[src/rtl/roubus_cmd_rx.sv]
// roubus command decoder: pops header/data words from the CDC stage
// and runs word write/read bursts on an ack-handshake local bus.
module roubus_cmd_rx #(
  parameter int AWID = 24,
  parameter int DWID = 32,
  parameter int TOUT = 255
) (
  input  logic            clk,
  input  logic            rst_n,
  input  logic            in_empty,
  input  logic [DWID-1:0] in_data,
  output logic            in_read,
  output logic [AWID-1:0] bus_addr,
  output logic [DWID-1:0] bus_wdata,
  output logic            bus_wr,
  output logic            bus_rd,
  input  logic            bus_ack,
  input  logic [DWID-1:0] bus_rdata,
  output logic            resp_valid,
  output logic [DWID-1:0] resp_data,
  input  logic            resp_ready,
  output logic            busy,
  output logic [7:0]      err_cnt
);

  typedef enum logic [2:0] {
    IDLE, WR_DATA, WR_WAIT,
    RD_REQ, RD_WAIT, RESP
  } state_t;

  localparam logic [7:0] TLIM = 8'(TOUT - 1);

  state_t state, state_nx;
  logic [6:0] cnt, cnt_nx;
  logic [AWID-1:0] addr, addr_nx;
  logic [DWID-1:0] wdata, wdata_nx;
  logic [DWID-1:0] rdata, rdata_nx;
  logic [7:0] tmr, tmr_nx;
  logic [7:0] err, err_nx;
  logic drop, drop_nx;
  logic guard;
  logic err_inc;
  logic last;

  // the CDC empty flag lags a pop by one clk, so the guard
  // masks the stale flag in the cycle after every pop
  assign in_read = !in_empty && !guard &&
                   (state == IDLE || state == WR_DATA);

  assign bus_addr   = addr;
  assign bus_wdata  = wdata;
  assign resp_data  = rdata;
  assign err_cnt    = err;
  assign bus_wr     = (state == WR_WAIT);
  assign bus_rd     = (state == RD_WAIT);
  assign resp_valid = (state == RESP);
  assign busy       = (state != IDLE);
  assign last       = (cnt == 7'd1);

  always_comb begin
    state_nx = state;
    cnt_nx   = cnt;
    addr_nx  = addr;
    wdata_nx = wdata;
    rdata_nx = rdata;
    tmr_nx   = tmr;
    drop_nx  = drop;
    err_inc  = 1'b0;
    unique case (state)
      IDLE: begin
        if (in_read) begin
          unique case (in_data[31:30])
            2'b00, 2'b01: begin
              addr_nx  = in_data[AWID-1:0];
              cnt_nx   = {1'b0, in_data[29:24]} + 7'd1;
              drop_nx  = 1'b0;
              state_nx = in_data[30] ? RD_REQ : WR_DATA;
            end
            2'b10: state_nx = IDLE;
            2'b11: err_inc = 1'b1;
          endcase
        end
      end
      WR_DATA: begin
        if (in_read) begin
          if (drop) begin
            cnt_nx   = cnt - 7'd1;
            state_nx = last ? IDLE : WR_DATA;
          end else begin
            wdata_nx = in_data;
            tmr_nx   = 8'd0;
            state_nx = WR_WAIT;
          end
        end
      end
      WR_WAIT: begin
        if (bus_ack) begin
          addr_nx  = addr + AWID'(1);
          cnt_nx   = cnt - 7'd1;
          state_nx = last ? IDLE : WR_DATA;
        end else if (tmr == TLIM) begin
          // keep the stream framed: drain the rest of the burst
          err_inc  = 1'b1;
          cnt_nx   = cnt - 7'd1;
          drop_nx  = 1'b1;
          state_nx = last ? IDLE : WR_DATA;
        end else begin
          tmr_nx = tmr + 8'd1;
        end
      end
      RD_REQ: begin
        tmr_nx   = 8'd0;
        state_nx = RD_WAIT;
      end
      RD_WAIT: begin
        if (bus_ack) begin
          rdata_nx = bus_rdata;
          state_nx = RESP;
        end else if (tmr == TLIM) begin
          err_inc  = 1'b1;
          state_nx = IDLE;
        end else begin
          tmr_nx = tmr + 8'd1;
        end
      end
      RESP: begin
        if (resp_ready) begin
          addr_nx  = addr + AWID'(1);
          cnt_nx   = cnt - 7'd1;
          state_nx = last ? IDLE : RD_REQ;
        end
      end
      default: state_nx = IDLE;
    endcase
    err_nx = (err_inc && err != 8'hFF) ? err + 8'd1 : err;
  end

  always_ff @(posedge clk or negedge rst_n) begin
    if (!rst_n) begin
      state <= IDLE;
      cnt   <= '0;
      addr  <= '0;
      wdata <= '0;
      rdata <= '0;
      tmr   <= '0;
      err   <= '0;
      drop  <= 1'b0;
      guard <= 1'b0;
    end else begin
      state <= state_nx;
      cnt   <= cnt_nx;
      addr  <= addr_nx;
      wdata <= wdata_nx;
      rdata <= rdata_nx;
      tmr   <= tmr_nx;
      err   <= err_nx;
      drop  <= drop_nx;
      guard <= in_read;
    end
  end

endmodule

[config.mk]
export PLATFORM = sky130hd
export DESIGN_NAME = roubus_cmd_rx
export DESIGN_NICKNAME = d
export VERILOG_FILES = /design/src/rtl/roubus_cmd_rx.sv
export SDC_FILE = /design/constraint.sdc
export NUM_CORES = 1
export LEC_CHECK = 0
export BUFFER_PORTS_ARGS = -buffer_cell sky130_fd_sc_hd__buf_4
export CAP_MARGIN = 20
export CORE_MARGIN = 4
export CORE_UTILIZATION = 52
export DETAILED_ROUTE_END_ITERATION = 16
export PLACE_DENSITY = 0.8
export SLEW_MARGIN = 10
export SYNTH_ARGS = -nofsm -noshare
export SYNTH_HDL_FRONTEND = slang
export SYNTH_SLANG_ARGS = --single-unit
[constraint.sdc]
create_clock -name clk -period 2.35 [get_ports clk]
set_clock_uncertainty 0.15 [all_clocks]
set_input_delay 0.47 -clock clk [delete_from_list [all_inputs] [get_ports clk]]
set_output_delay 0.47 -clock clk [all_outputs]
set_load 0.02 [all_outputs]
After elaboration in Yosys (flattened, before gate mapping)

Cells that the tools add are included.

$add $sub $neg: 5
Eq/ne operators: 25
Mux-type cells: 41
Bitwise operators: 1
Reductions and logical operators: 22

Operators by type and width:

| kind                  | count |
|---|---|
| $mux 24               | 4 |
| $pmux 24 s3           | 1 |
| $mux 7                | 7 |
| $mux 8                | 4 |
| $pmux 7 s4            | 1 |
| $add 24x1->24 const B | 1 |
| $pmux 8 s3            | 1 |
| $mux 3                | 7 |
| $pmux 3 s6            | 1 |
| $add 8x1->8 const B   | 2 |
| $reduce_and 5->1      | 3 |
| $ne 2x2->1 const B    | 7 |
| $mux 1                | 9 |
| $ne 3x1->1 const B    | 3 |
| $reduce_bool 3->1     | 3 |
| $eq 8x8->1 const B    | 1 |
| $ne 2x1->1 const B    | 4 |
| $ne 8x8->1 const B    | 1 |
| $add 6x1->7 const B   | 1 |
| $eq 7x1->1 const B    | 1 |
| $reduce_and 7->1      | 1 |
| $sub 7x1->7 const B   | 1 |
| $eq 3x2->1 const B    | 2 |
| $eq 3x3->1 const B    | 2 |
| 18 further kinds      | 26 |

Register bits: 116
Bits of input ports: 69
Output and inout port bits: 101

Logic depth before layout (Yosys ltp)

Word-level depth: 6
Mapped depth: 8
Depth with buffers taken out: 7

Least setup slack after synthesis

No wires, ideal clock.

Path type: register to register
Start: register addr[0] (netlist: bus_addr[0])
End: register addr[18] (netlist: bus_addr[18])
Setup time: 0.080 ns
Arrival: 1.792 ns
Data required time: 2.120 ns
Path slack: 0.328 ns
Stages on the path, launching flop included: 7
Buffers on the path: 0
Period minus slack after synthesis: 2.022 ns
Cells stage by stage: dfrtp_1 > ha_1 > nand4_1 > nor3_1 > nand3_1 > a21oi_1 > a2bb2oi_1

Longest elaborated chain between the ends: 3

Ends and longest elaborated chain:

| what                       | line    | RTL |
|---|---|---|
| start: declaration         | 35      | `logic [AWID-1:0] addr, addr_nx;` |
| start signal: assignment   | 152     | `addr <= addr_nx;` |
| $add 24x1->24 (*)          | 98, 128 |  |
| $mux 24 (on tied branches) | 127, 97 |  |
| $pmux 24 s3 (*)            | 69      | `unique case (state)` |

Every way passes the cells marked *; elsewhere a longest branch is shown, timed or not. The select of a mux whose other input is x is not followed.
A chain may end at the register's enable or synchronous reset.

Final worst setup path

Start: register state[2]
End: output bus_rd

Longest elaborated chain between the ends: 1

Ends and longest elaborated chain:

| what                     | line | RTL |
|---|---|---|
| start: declaration       | 33   | `state_t state, state_nx;` |
| start signal: assignment | 150  | `state <= state_nx;` |
| $eq 3x3->1               | 55   | `assign bus_rd = (state == RD_WAIT);` |
| end: declaration         | 16   | `output logic bus_rd,` |

No other way between the ends.

==> flow_summary.ini <==
[sta]
tns_ps = 0
max_freq_ghz = 0.454
period_needed_ps = 2200
drv_slew = 0
relSlewSlack = 0.525
finalSetupViolCount = 0
tightest_slew_ps = 713
hold_violations = 0
rsz0062_at_grt = no
post-route-period-util = 0.938

[final_layout]
area_delta_synth_final_pct = 37.0
finish.net_count = 778
diodes = 0
drive_gt1_frac = 0.426
fillers = 730

[die]
core_sq_um = 10500
start_util = 0.542
rows = 37
ios = 170
die_w_microns = 112
die_h_microns = 112
dieArea_sq_um = 12600

[worst_setup_path]
r2r_cells = 5
critical_path_class = reg -> out
worstPathArrival_ps = 1580
r2r-start = state[2]
endpoint_kind = primary output
r2r_end = bus_addr[11]
critPathLaunchType = flop
cp_data_required_time_ps = 1730
r2r_slack_ps = 190
cp-startpoint = state[2]
worstSetupEndpoint = bus_rd
cp_max_fo = 9

[detailed_routing]
drtIter0Drc = 269
wl_per_cell_microns = 17.4
routed_wl_microns = 14800
via_per_inst = 5.75
firstDrtPassIters = 4
final_antenna_net_count = 0
drc = 0
num_vias = 4889

[place]
io_buffer_count = 169
hpwl_microns = 10700
gp_congestion = 0.882

[pwr]
leakagePower_nw = 3.57
p_sw_mw = 4.60
peakVddDrop_uv = 753
power_frac_clock = 0.220
power.density_nw_per_um2 = 1510
p_sw_frac = 0.392
p_int_mw = 7.14
fin_total_pwr_mw = 11.7
combPwrFrac = 0.467
seqPwrFrac = 0.314

[synth]
ys_warn_count = 0
async_flop_share = 1.00
synthCells = 520
synth_area_per_cell_sq_um = 10.9
synth_cell_types = 63
synth_ff_type = dfrtp_1
synth_fp_nets = 596
seq_area_frac_synth = 0.512
ys_ff_latch = 116
synth_area_sq_um = 5670
synth_edf_count = 0

[clock_tree]
htree_num_levels = 4
clkTransAtPathRegs_ps = 60
cts_buffer_depth = 2
clockRootBuffer = clkbuf_8
worstSkewPairLatency_ps = 510
tritoncts = done
cts_made_buffers = 17
cts_sinks = 116

[hold_path]
min_path_type = in -> reg

[grt]
antenna_found_initial = 0
grt-ovfl-total = 0
grt_pass1_vias = 4812
grt_first_pass_wirelength_microns = 24300
grt_max_degree = 46
track_usage = 0.236

[status]
status = complete, no violations

[flow_run]
max_cap_viol_count = 0
## repair_timing
action                                  CTS  global route
endpoints found under the setup margin    3            17
gates resized for setup                   2             6
endpoints found under the hold margin    37             0
hold buffers                              1             0
pin swaps                                 1             0
setup buffers                             0             2
## metal layers
layer	vias to the layer above	share of wire	GRT usage
met1	2396	0.42	0.305
li1	2274	-	-
met3	18	0.073	0.0636
met5	-	0	0
met4	0	0.012	0.0737
met2	201	0.49	0.390
## Yosys cell counts, types with 3 or more instances
cell type	number	area, sq um
o31ai_1	4	30.0
buf_2	17	85.1
o21ai_0	29	145
nor2_1	39	146
nand2b_1	3	18.8
dfrtp_1	116	2900
nor2b_1	5	31.3
xnor2_1	4	35.0
a21oi_1	36	180
mux2_2	64	721
o22ai_1	11	68.8
or3_1	3	18.8
nor3b_1	4	30.0
clkbuf_1	5	18.8
a31oi_1	4	25.0
and3_1	4	25.0
nand4_1	7	43.8
a2bb2oi_1	11	96.3
xor2_1	8	70.1
ha_1	7	87.6
nand2_1	39	146
inv_1	8	30.0
or2_2	3	18.8
and4_1	4	35.0
nand3_1	23	115
nor3_1	13	65.1
buf_4	3	22.5
## state kept, by name, summed over array words and instances, names as in the netlist
| signal | count |
|---|---|
| bus_addr | 24 |
| bus_wdata | 32 |
| cnt | 7 |
| drop | 1 |
| err_cnt | 8 |
| guard | 1 |
| resp_data | 32 |
| state | 3 |
| tmr | 8 |
## layout make-up
class / instances / area [sq um] / share of cell area
sequential: 116 / 2910 / 0.374
multi-input combinational: 368 / 2610 / 0.336
timing repair buffer: 190 / 1470 / 0.189
clock buffer: 20 / 425 / 0.0547
tap: 136 / 170 / 0.0219
clock inverter: 11 / 160 / 0.0206
inverter: 9 / 33.8 / 0.00435
## worst max-delay path, stage by stage (launching register included)
cell and delay [ps]:
dfrtp_2 470, buf_4 200, nor3b_1 220, buf_4 180
## stage by stage
| stage | area [sq um] | utilization | setup WS (ps) | hold slack, ps | cells |
|---|---|---|---|---|---|
| 3_5_place_dp | 7140 | 0.682 | 107 | 329 | 816 |
| 5_1_grt | 7770 | 0.743 | 44.0 | 10.5 | 850 |
| 4_1_cts | 7740 | 0.740 | 70.2 | 0.984 | 848 |
| 6_report | 7770 | 0.743 | 147 | 15.7 | 850 |
| 3_3_place_gp | 7140 | 0.682 | 200 | 316 | 816 |
| 2_1_floorplan | 5670 | - | 328 | 24.4 | 520 |
## worst min path at each step
| stage | slack (ps) | cells after the start | end | startpoint |
|---|---|---|---|---|
| 3_3_place_gp | 320 | 1 | tmr[6] | tmr[6] |
| 3_5_place_dp | 330 | 1 | resp_data[4] | resp_data[4] |
| 5_1_grt | 10 | 2 | guard | in_empty |
| 4_1_cts | 1 | 2 | guard | in_empty |
| 6_report | 20 | 2 | guard | in_empty |
| 2_1_floorplan | 20 | 0 | bus_addr[0] | rst_n |
## kinds of logic after synthesis
group                    after synthesis  share of synthesized area
adder cells (fa/ha/maj)                7                     0.0154
multiplexers                          67                      0.133
AND/OR/NAND/NOR                      161                      0.151
flip-flops                           116                      0.512
XOR/XNOR                              12                     0.0185
AO/OA/AOI/OAI                        121                      0.138
buffers and inverters                 36                     0.0322
## placed cells by master, fill, tap and decap left out, types with 5 or more instances in the layout
| master | n |
|---|---|
| a21oi_1 | 36 |
| a2bb2oi_1 | 11 |
| buf_4 | 186 |
| clkbuf_16 | 16 |
| clkinv_2 | 5 |
| dfrtp_1 | 114 |
| ha_1 | 7 |
| inv_1 | 8 |
| mux2_2 | 64 |
| nand2_1 | 39 |
| nand3_1 | 22 |
| nand4_1 | 7 |
| nor2_1 | 38 |
| nor3_1 | 12 |
| o21ai_0 | 28 |
| o22ai_1 | 11 |
| xor2_1 | 8 |
## power by group through the flow
stage	clock (mW)	sequential, mW	combinational (mW)
after floorplan	0	4.47	2.50
after global placement	0	3.63	5.30
after detailed placement	0	3.69	5.43
after CTS	2.61	3.67	5.46
after global routing	2.72	3.82	5.93
final	2.58	3.68	5.48
Power figures use the tool's default switching activity.
